**config.mk**
```make
export PLATFORM = sky130hd
export DESIGN_NAME = disp_scan_ctrl
export DESIGN_NICKNAME = d
export VERILOG_FILES = /design/src/rtl/disp_scan_pkg.sv /design/src/rtl/disp_scan_timer.sv /design/src/rtl/disp_scan_ctrl.sv
export SDC_FILE = /design/constraint.sdc
export NUM_CORES = 1
export LEC_CHECK = 0
export CAP_MARGIN = 20
export CELL_PAD_IN_SITES_DETAIL_PLACEMENT = 0
export CELL_PAD_IN_SITES_GLOBAL_PLACEMENT = 1
export CORE_MARGIN = 2
export CORE_UTILIZATION = 43
export CTS_BUF_LIST = sky130_fd_sc_hd__clkbuf_8
export DETAILED_ROUTE_END_ITERATION = 8
export HOLD_SLACK_MARGIN = 0.12
export MAX_ROUTING_LAYER = met4
export PLACE_DENSITY_LB_ADDON = 0.2
export SYNTH_ARGS = -nofsm -noshare
export SYNTH_HDL_FRONTEND = slang
export SYNTH_HIERARCHICAL = 1
export SYNTH_SLANG_ARGS = --single-unit
```
**constraint.sdc**
```tcl
create_clock -name clk -period 2.36 [get_ports clk]
set_input_delay 0.236 -clock clk [delete_from_list [all_inputs] [get_ports clk]]
set_output_delay 0.236 -clock clk [all_outputs]
set_load 0.01 [all_outputs]
```
**src/rtl/disp_scan_pkg.sv**
```systemverilog
// Shared types and helpers for the four-digit seven-segment scan controller.
package disp_scan_pkg;

    // Each digit slot starts blanked (DEAD) and then lights the digit (SHOW).
    typedef enum logic {
        DEAD = 1'b0,
        SHOW = 1'b1
    } scan_state_e;

    // Anode pattern with every digit switched off (anodes are active-low).
    localparam logic [3:0] AN_OFF = 4'b1111;

    // Width of the digit index; four digits need two bits.
    localparam int IDX_W = 2;

    // Returns the one-hot-low anode code that selects digit idx.
    function automatic logic [3:0] an_sel(input logic [IDX_W-1:0] idx);
        an_sel = ~(4'b0001 << idx);
    endfunction

endpackage

```
**src/rtl/disp_scan_timer.sv**
```systemverilog
// Slot timer: counts clock cycles within one digit slot and flags the
// blanked start of the slot, its last blanked cycle and the slot's final cycle.
module disp_scan_timer #(
    parameter int DIGIT_CYCLES = 100000,
    parameter int DEAD_CYCLES  = 1000
) (
    input  logic clk,
    input  logic rst_n,
    output logic dead_o,
    output logic dead_last_o,
    output logic slot_end_o
);

    localparam int CNT_W = (DIGIT_CYCLES > 1) ? $clog2(DIGIT_CYCLES) : 1;
    localparam logic [CNT_W-1:0] LAST_CNT = CNT_W'(DIGIT_CYCLES - 1);
    localparam logic [CNT_W-1:0] DEAD_CNT = CNT_W'(DEAD_CYCLES);
    localparam logic [CNT_W-1:0] DEAD_END = CNT_W'(DEAD_CYCLES - 1);

    logic [CNT_W-1:0] cnt_q;
    logic [CNT_W-1:0] cnt_d;

    // Next count wraps to zero on the last cycle of the slot.
    always_comb begin
        cnt_d = cnt_q + CNT_W'(1);
        if (slot_end_o) begin
            cnt_d = '0;
        end
    end

    // Slot counter register; reset puts us at the very start of a slot.
    always_ff @(posedge clk or negedge rst_n) begin
        if (!rst_n) begin
            cnt_q <= '0;
        end else begin
            cnt_q <= cnt_d;
        end
    end

    assign dead_o      = (cnt_q < DEAD_CNT);
    assign dead_last_o = (cnt_q == DEAD_END);
    assign slot_end_o  = (cnt_q == LAST_CNT);

endmodule

```
**src/rtl/disp_scan_ctrl.sv**
```systemverilog
// Four-digit time-multiplexed scan controller feeding a single hex decoder.
// Loads are staged and only copied into the displayed (shadow) copy at the
// end of digit 3's slot, so one frame never mixes old and new values.
module disp_scan_ctrl
    import disp_scan_pkg::*;
#(
    parameter int DIGIT_CYCLES = 100000,
    parameter int DEAD_CYCLES  = 1000,
    parameter int LZ_SUPPRESS  = 0
) (
    input  logic        clk,
    input  logic        rst_n,
    input  logic        load,
    input  logic [15:0] hex_in,
    input  logic [3:0]  point_in,
    input  logic [3:0]  blank_in,
    output logic [3:0]  an_n,
    output logic [3:0]  digit,
    output logic        point_out,
    output logic        le_out,
    output logic        frame_done
);

    logic dead;
    logic dead_last;
    logic slot_end;
    logic commit;

    logic [15:0]      stg_hex_q;
    logic [3:0]       stg_pt_q;
    logic [3:0]       stg_bl_q;
    logic             pending_q;
    logic [15:0]      shd_hex_q;
    logic [3:0]       shd_pt_q;
    logic [3:0]       shd_bl_q;
    logic [IDX_W-1:0] idx_q;
    logic [3:0]       digit_q;
    logic             frame_done_q;
    logic [3:0]       lz_blank;

    scan_state_e state_q;
    scan_state_e state_d;

    disp_scan_timer #(
        .DIGIT_CYCLES(DIGIT_CYCLES),
        .DEAD_CYCLES (DEAD_CYCLES)
    ) u_timer (
        .clk        (clk),
        .rst_n      (rst_n),
        .dead_o     (dead),
        .dead_last_o(dead_last),
        .slot_end_o (slot_end)
    );

    // The frame boundary is the last cycle of digit 3's slot.
    assign commit = slot_end && (idx_q == IDX_W'(3));

    // Staging and shadow registers; a load on the commit cycle bypasses staging.
    always_ff @(posedge clk or negedge rst_n) begin
        if (!rst_n) begin
            stg_hex_q <= '0;
            stg_pt_q  <= '0;
            stg_bl_q  <= '0;
            pending_q <= 1'b0;
            shd_hex_q <= '0;
            shd_pt_q  <= '0;
            shd_bl_q  <= '0;
        end else begin
            if (load) begin
                stg_hex_q <= hex_in;
                stg_pt_q  <= point_in;
                stg_bl_q  <= blank_in;
            end
            if (commit) begin
                pending_q <= 1'b0;
                if (load) begin
                    shd_hex_q <= hex_in;
                    shd_pt_q  <= point_in;
                    shd_bl_q  <= blank_in;
                end else if (pending_q) begin
                    shd_hex_q <= stg_hex_q;
                    shd_pt_q  <= stg_pt_q;
                    shd_bl_q  <= stg_bl_q;
                end
            end else if (load) begin
                pending_q <= 1'b1;
            end
        end
    end

    // Digit index, held digit value and frame pulse, all advanced by the slot timer.
    always_ff @(posedge clk or negedge rst_n) begin
        if (!rst_n) begin
            idx_q        <= '0;
            digit_q      <= '0;
            frame_done_q <= 1'b0;
        end else begin
            if (slot_end) begin
                idx_q <= idx_q + IDX_W'(1);
            end
            digit_q      <= digit;
            frame_done_q <= commit;
        end
    end

    // Leading-zero mask: a digit blanks when it and every digit to its left are
    // zero, unless it carries a point; the rightmost digit always shows.
    always_comb begin
        lz_blank = '0;
        for (int i = 1; i < 4; i++) begin
            lz_blank[i] = (LZ_SUPPRESS != 0)
                        && ((shd_hex_q >> (4 * i)) == 16'h0000)
                        && !shd_pt_q[i];
        end
    end

    // State register for the per-slot DEAD/SHOW sequence.
    always_ff @(posedge clk or negedge rst_n) begin
        if (!rst_n) begin
            state_q <= DEAD;
        end else begin
            state_q <= state_d;
        end
    end

    // Next state and decoder-facing outputs; anodes only turn on once both the
    // FSM and the timer agree the dead time is over.
    always_comb begin
        state_d   = state_q;
        an_n      = AN_OFF;
        digit     = digit_q;
        point_out = 1'b0;
        le_out    = 1'b1;
        if (slot_end) begin
            state_d = DEAD;
        end else if (dead_last) begin
            state_d = SHOW;
        end
        if ((state_q == SHOW) && !dead) begin
            an_n      = an_sel(idx_q);
            digit     = shd_hex_q[{idx_q, 2'b00} +: 4];
            point_out = shd_pt_q[idx_q];
            le_out    = shd_bl_q[idx_q] | lz_blank[idx_q];
        end
    end

    assign frame_done = frame_done_q;

endmodule

```
; Word-level counts from Yosys, hierarchy flattened
; Index checks and enable logic that the tools add are counted.
[totals]
ff_bits = 74
inputBits = 27
out_inout_bits = 11
[op_classes]
n_shift = 2
n_addsub = 2
order_cmp = 2
n_mux = 21
reduce_logical = 7
eq_ne = 3
bitwise = 2
[op_table]
columns = cell, n
row1 = $mux W16, 2
row2 = $mux W4, 6
row3 = $add A17 B1 Y17 const B, 1
row4 = $eq A17 B10 Y1 const B, 1
row5 = $eq A17 B17 Y1 const B, 1
row6 = $lt A17 B10 Y1 const B, 1
row7 = $mux W17, 1
row8 = $shiftx A16 B5 Y4, 1
row9 = $mux W1, 9
row10 = $bmux W1 S2, 3
row11 = $reduce_bool A2 Y1, 3
row12 = $not A4 Y4, 1
row13 = $shl A1 B2 Y4 const A, 1
row14 = $lt A2 B3 Y1 const B, 1
row15 = $add A2 B1 Y2 const B, 1
row16 = $eq A2 B2 Y1 const B, 1
row17 = $logic_and A1 B1 Y1, 2
row18 = $reduce_and A2 Y1, 1
row19 = $logic_not A1 Y1, 1
row20 = $or A1 B1 Y1, 1

; Depth between registers and ports, before layout
; Gate-level depths: netlist of the first run.
[logic_depth]
ltp_word = 4
depth_mapped = 8
depth_no_buf = 5

; Hierarchy
; The synthesis of the first run kept the hierarchy.
[modules_own_cells]
columns = module, n_inst, cells_per_inst, area_each_um2
row1 = disp_scan_ctrl, 1, 146, 2471.1
row2 = disp_scan_timer, 1, 83, 857.1

; Worst setup path after synthesis of the first run
; OpenSTA, ideal clock, no wires.
[synth_path]
kind = reg-to-output
from = reg u_timer.cnt_q[12]
to = out digit[0]
path_slack_ps = 19
required_time_ps = 2124
path_stages_with_launch = 7
t_arrival_ps = 2105
cell_sequence = dfrtp_1 or4_1 or4_1 o21ba_2 nor2b_1 clkbuf_1 mux2_2
[synth_between]
elab_chain_cells = 4
[synth_lines]
columns = element, line_no
row1 = "start, declared", disp_scan_timer.sv:19  ; logic [CNT_W-1:0] cnt_q;
row2 = "start signal, assigned", disp_scan_timer.sv:35  ; cnt_q <= cnt_d;
row3 = $lt A17 B10 Y1, disp_scan_timer.sv:39  ; assign dead_o = (cnt_q < DEAD_CNT);
row4 = named net dead, disp_scan_ctrl.sv:24  ; logic dead;
row5 = $logic_not A1 Y1, disp_scan_ctrl.sv:139  ; if ((state_q == SHOW) && !dead) begin
row6 = $logic_and A1 B1 Y1, disp_scan_ctrl.sv:139
row7 = $mux W4, disp_scan_ctrl.sv:139
row8 = "end, declared", disp_scan_ctrl.sv:18  ; output logic [3:0] digit,
; The timed path passes the listed nets, and every way through them passes these cells.

; Worst setup path in the final report of the first run
[layout_path]
from = reg u_timer.cnt_q[13]
to = out digit[1]
; Same word-level chain as after synthesis.

==> results of run 1 <==
-- repair_timing --
item / in CTS / in global routing
setup endpoints to repair: 31 / 34
pin swaps: 2 / 5
buffers inserted: 0 / 1
endpoints found under the hold margin: 24 / 0
resized for setup: 45 / 6
hold buffers: 1 / 0
-- cells by family after synthesis --
group	Yosys count
mux	59
flops	74
xor+xnor	13
simple gates	56
compound gates	7
buf+inv	14
fa+ha+maj	6
-- area by class of cell --
| cell class | count | area (µm²) | share of cell area, % |
|---|---|---|---|
| Tap cell | 102 | 128 | 3.08 |
| Clock buffer | 10 | 138 | 3.32 |
| Inverter | 3 | 11.3 | 0.272 |
| Clock inverter | 4 | 21.3 | 0.513 |
| Timing Repair Buffer | 65 | 594 | 14.3 |
| Sequential cell | 74 | 1850 | 44.7 |
| Multi-Input combinational cell | 141 | 1400 | 33.8 |
-- worst max-delay path, cell delays in order, from the launching register on --
cell	delay (ns)
dfrtp_1	0.38
or4_4	0.53
or4_4	0.43
o21ba_4	0.25
nor2b_4	0.07
mux2_4	0.32
buf_6	0.12
-- worst max path at each step --
| stage | from | end | slack [ns] | cells past startpoint |
|---|---|---|---|---|
| 2_1_floorplan | u_timer/cnt_q[12] | digit[0] | 0.02 | 6 |
| 3_3_place_gp | u_timer/cnt_q[12] | digit[1] | -0.44 | 6 |
| 3_5_place_dp | u_timer/cnt_q[12] | digit[1] | -0.45 | 6 |
| 4_1_cts | u_timer/cnt_q[14] | digit[1] | -0.42 | 6 |
| 5_1_grt | u_timer/cnt_q[13] | digit[1] | -0.38 | 6 |
| 6_report | u_timer/cnt_q[13] | digit[1] | -0.30 | 6 |
-- cell usage after synthesis, types with 2 or more instances --
master    count
dfrtp_1      74
mux2_2       28
mux2_4       24
nand2_1      13
nor2_1       12
xnor2_1       9
nand3_1       7
ha_1          6
mux4_2        6
xor2_1        4
buf_6         3
inv_1         3
nand4_1       3
nor3_1        3
o21ai_0       3
and2_1        2
and4_1        2
buf_12        2
buf_4         2
clkbuf_1      2
nand2b_1      2
nor2b_1       2
or4_1         2
-- power groups by stage --
stage               clock network [W]   logic, W  registers [W]
floorplan                           0  0.0000665        0.00134
global placement                    0   0.000149        0.00134
detailed placement                  0   0.000151        0.00134
CTS                          0.000859   0.000153        0.00132
global route                 0.000918   0.000165        0.00132
finish                       0.000823   0.000148        0.00132
-- through the flow --
step	instances	TNS, ns	total power (W)	cell area [µm²]	hold WS (ns)
2_1_floorplan	229	0	0.00141	3330	-0.0596
3_3_place_gp	383	-4.15	0.00149	3970	0.286
3_5_place_dp	383	-4.35	0.00149	3970	0.286
4_1_cts	398	-3.51	0.00233	4120	0.457
5_1_grt	399	-3.20	0.00241	4150	0.498
6_report	399	-2.38	0.00229	4150	0.448
-- sequential cells by signal, summed over array words and instances (netlist names) --
| name | flops |
|---|---|
| stg_hex_q | 16 |
| digit_q | 4 |
| state_q | 1 |
| idx_q | 2 |
| shd_pt_q | 4 |
| shd_bl_q | 4 |
| shd_hex_q | 16 |
| u_timer/cnt_q | 17 |
| stg_pt_q | 4 |
| pending_q | 1 |
| frame_done | 1 |
| stg_bl_q | 4 |
-- layer usage --
metal,share of wire (%),track usage [%]
met5,0,-
met4,1.3,5.60
met3,3.7,5.59
met2,45,23.7
met1,49,21.7
==> results_dict.tcl, run 1 <==
set metrics [dict create \
    fmax_mhz 376 \
    cts_sinks 74 \
    layout_commonest_cell "dfrtp_1" \
    clockRootBuffer "clkbuf_8" \
    antenna_found_initial 0 \
    clockBufferDepth 2 \
    ys.flop_type "dfrtp_1" \
    die_w_um 92.0 \
    setup_violations 10 \
    drtPass1Iterations 4 \
    hp-class "in2async" \
    synth_top_family_by_area "multiplexers" \
    final_cell_mix "dfrtp_1, mux2_2, clkdlybuf4s50_1" \
    boundaryPins 38 \
    muxShareOfSynthArea_pct 24.7 \
    numCtsBuffers 9 \
    fp.coreArea_um2 7610 \
    powerDensity_nw_per_um2 552 \
    combPwrFrac_pct 6.5 \
    cts_tree "done" \
    yosysTopAreaCell "dfrtp_1" \
    r2r_slack_ns 0.18 \
    path_max_fanout 7 \
    dr.first_iter.drc_count 49 \
    clockPowerShare_pct 35.9 \
    timing.rr.start "u_timer/cnt_q[13]" \
    drv_cap 0 \
    wl_per_cell_um 14.9 \
    clock_latency_ns 0.33 \
    min_period_ns 2.66 \
    wl_um 5950 \
    synth.avg_cell_area_um2 14.5 \
    cts.clk_slew.worst_paths_ns 0.07 \
    post-route-period-util_pct 113 \
    synthAdderAreaFrac_pct 2.26 \
    synth_edf_count 0 \
    skew_ns 0.00474 \
    seq_power_share_pct 57.6 \
    synth-compound-area-share_pct 1.47 \
    leakage_nw 1.88 \
    critPathArrivalTime_ns 2.43 \
    postLayoutSetupSlackWorst_ns -0.301 \
    drive_gt1_share_pct 40.4 \
    switching_power_w 0.000503 \
    drc 0 \
    rsz0062_at_grt "true" \
    synth-xor-area-share_pct 3.42 \
    yosys_warnings 6 \
    start_kind "register" \
    synth_cells 229 \
    syn2layout_area_growth_pct 24.5 \
    fill_cells 662 \
    crit_type "reg2out" \
    synth-async-reset-ratio_pct 100 \
    rows 32 \
    vias 1946 \
    status "finished with violations" \
    synth_area_leaders "dfrtp_1, mux2_4, mux2_2, mux4_2, xnor2_1" \
    grt_util_all_layers_pct 16.4 \
    synth-simple-area-share_pct 9.02 \
    gp_congestion 0.789 \
    yosysSeqAreaShare_pct 55.6 \
    dp_hpwl_um 4150 \
    pre_cts_ws_ns -0.453 \
    htreeDepth 3 \
    r2r_cells 6 \
    drv_slew 0 \
    swShare_pct 22.0 \
    synth.top_cell.area_share_pct 55.6 \
    ant_nets 0 \
    irDropWorstVdd_v 0.000411 \
    hold_violations 0 \
    num_antenna_cells 0 \
    start_util_pct 43.8 \
    worst_slew_pin_slew_ns 0.610 \
    synthesis.area_um2 3330 \
    endpoint_kind "output pin" \
    cp.required_ns 2.12 \
    grt_pass1_vias 2031 \
    synth_cell_type_count 38 \
    grt_pass1_wl_um 10200 \
    port_buffers 37 \
    die_h_um 92.0 \
    die-area_um2 8460 \
    fin_util_pct 54.5 \
    via_per_inst 4.88 \
    fin_nets 327 \
    slew_headroom_pct 59.3 \
    synthesis.nets 262 \
    ys_ff_latch 74 \
    violations "negative setup slack" \
    internal_power_w 0.00179 \
    grt_start_max_net_pins 37 \
    r2r_end "shd_bl_q[0]" \
    grt-ovfl-total 0 \
]
No activity file was read; power rests on OpenSTA's default activity.
==> run 2, diff against run 1 <==
- CAP_MARGIN: 20 -> not set
==> results of run 2 <==
Final layout, timing and power as in run 1 (identical DEF).
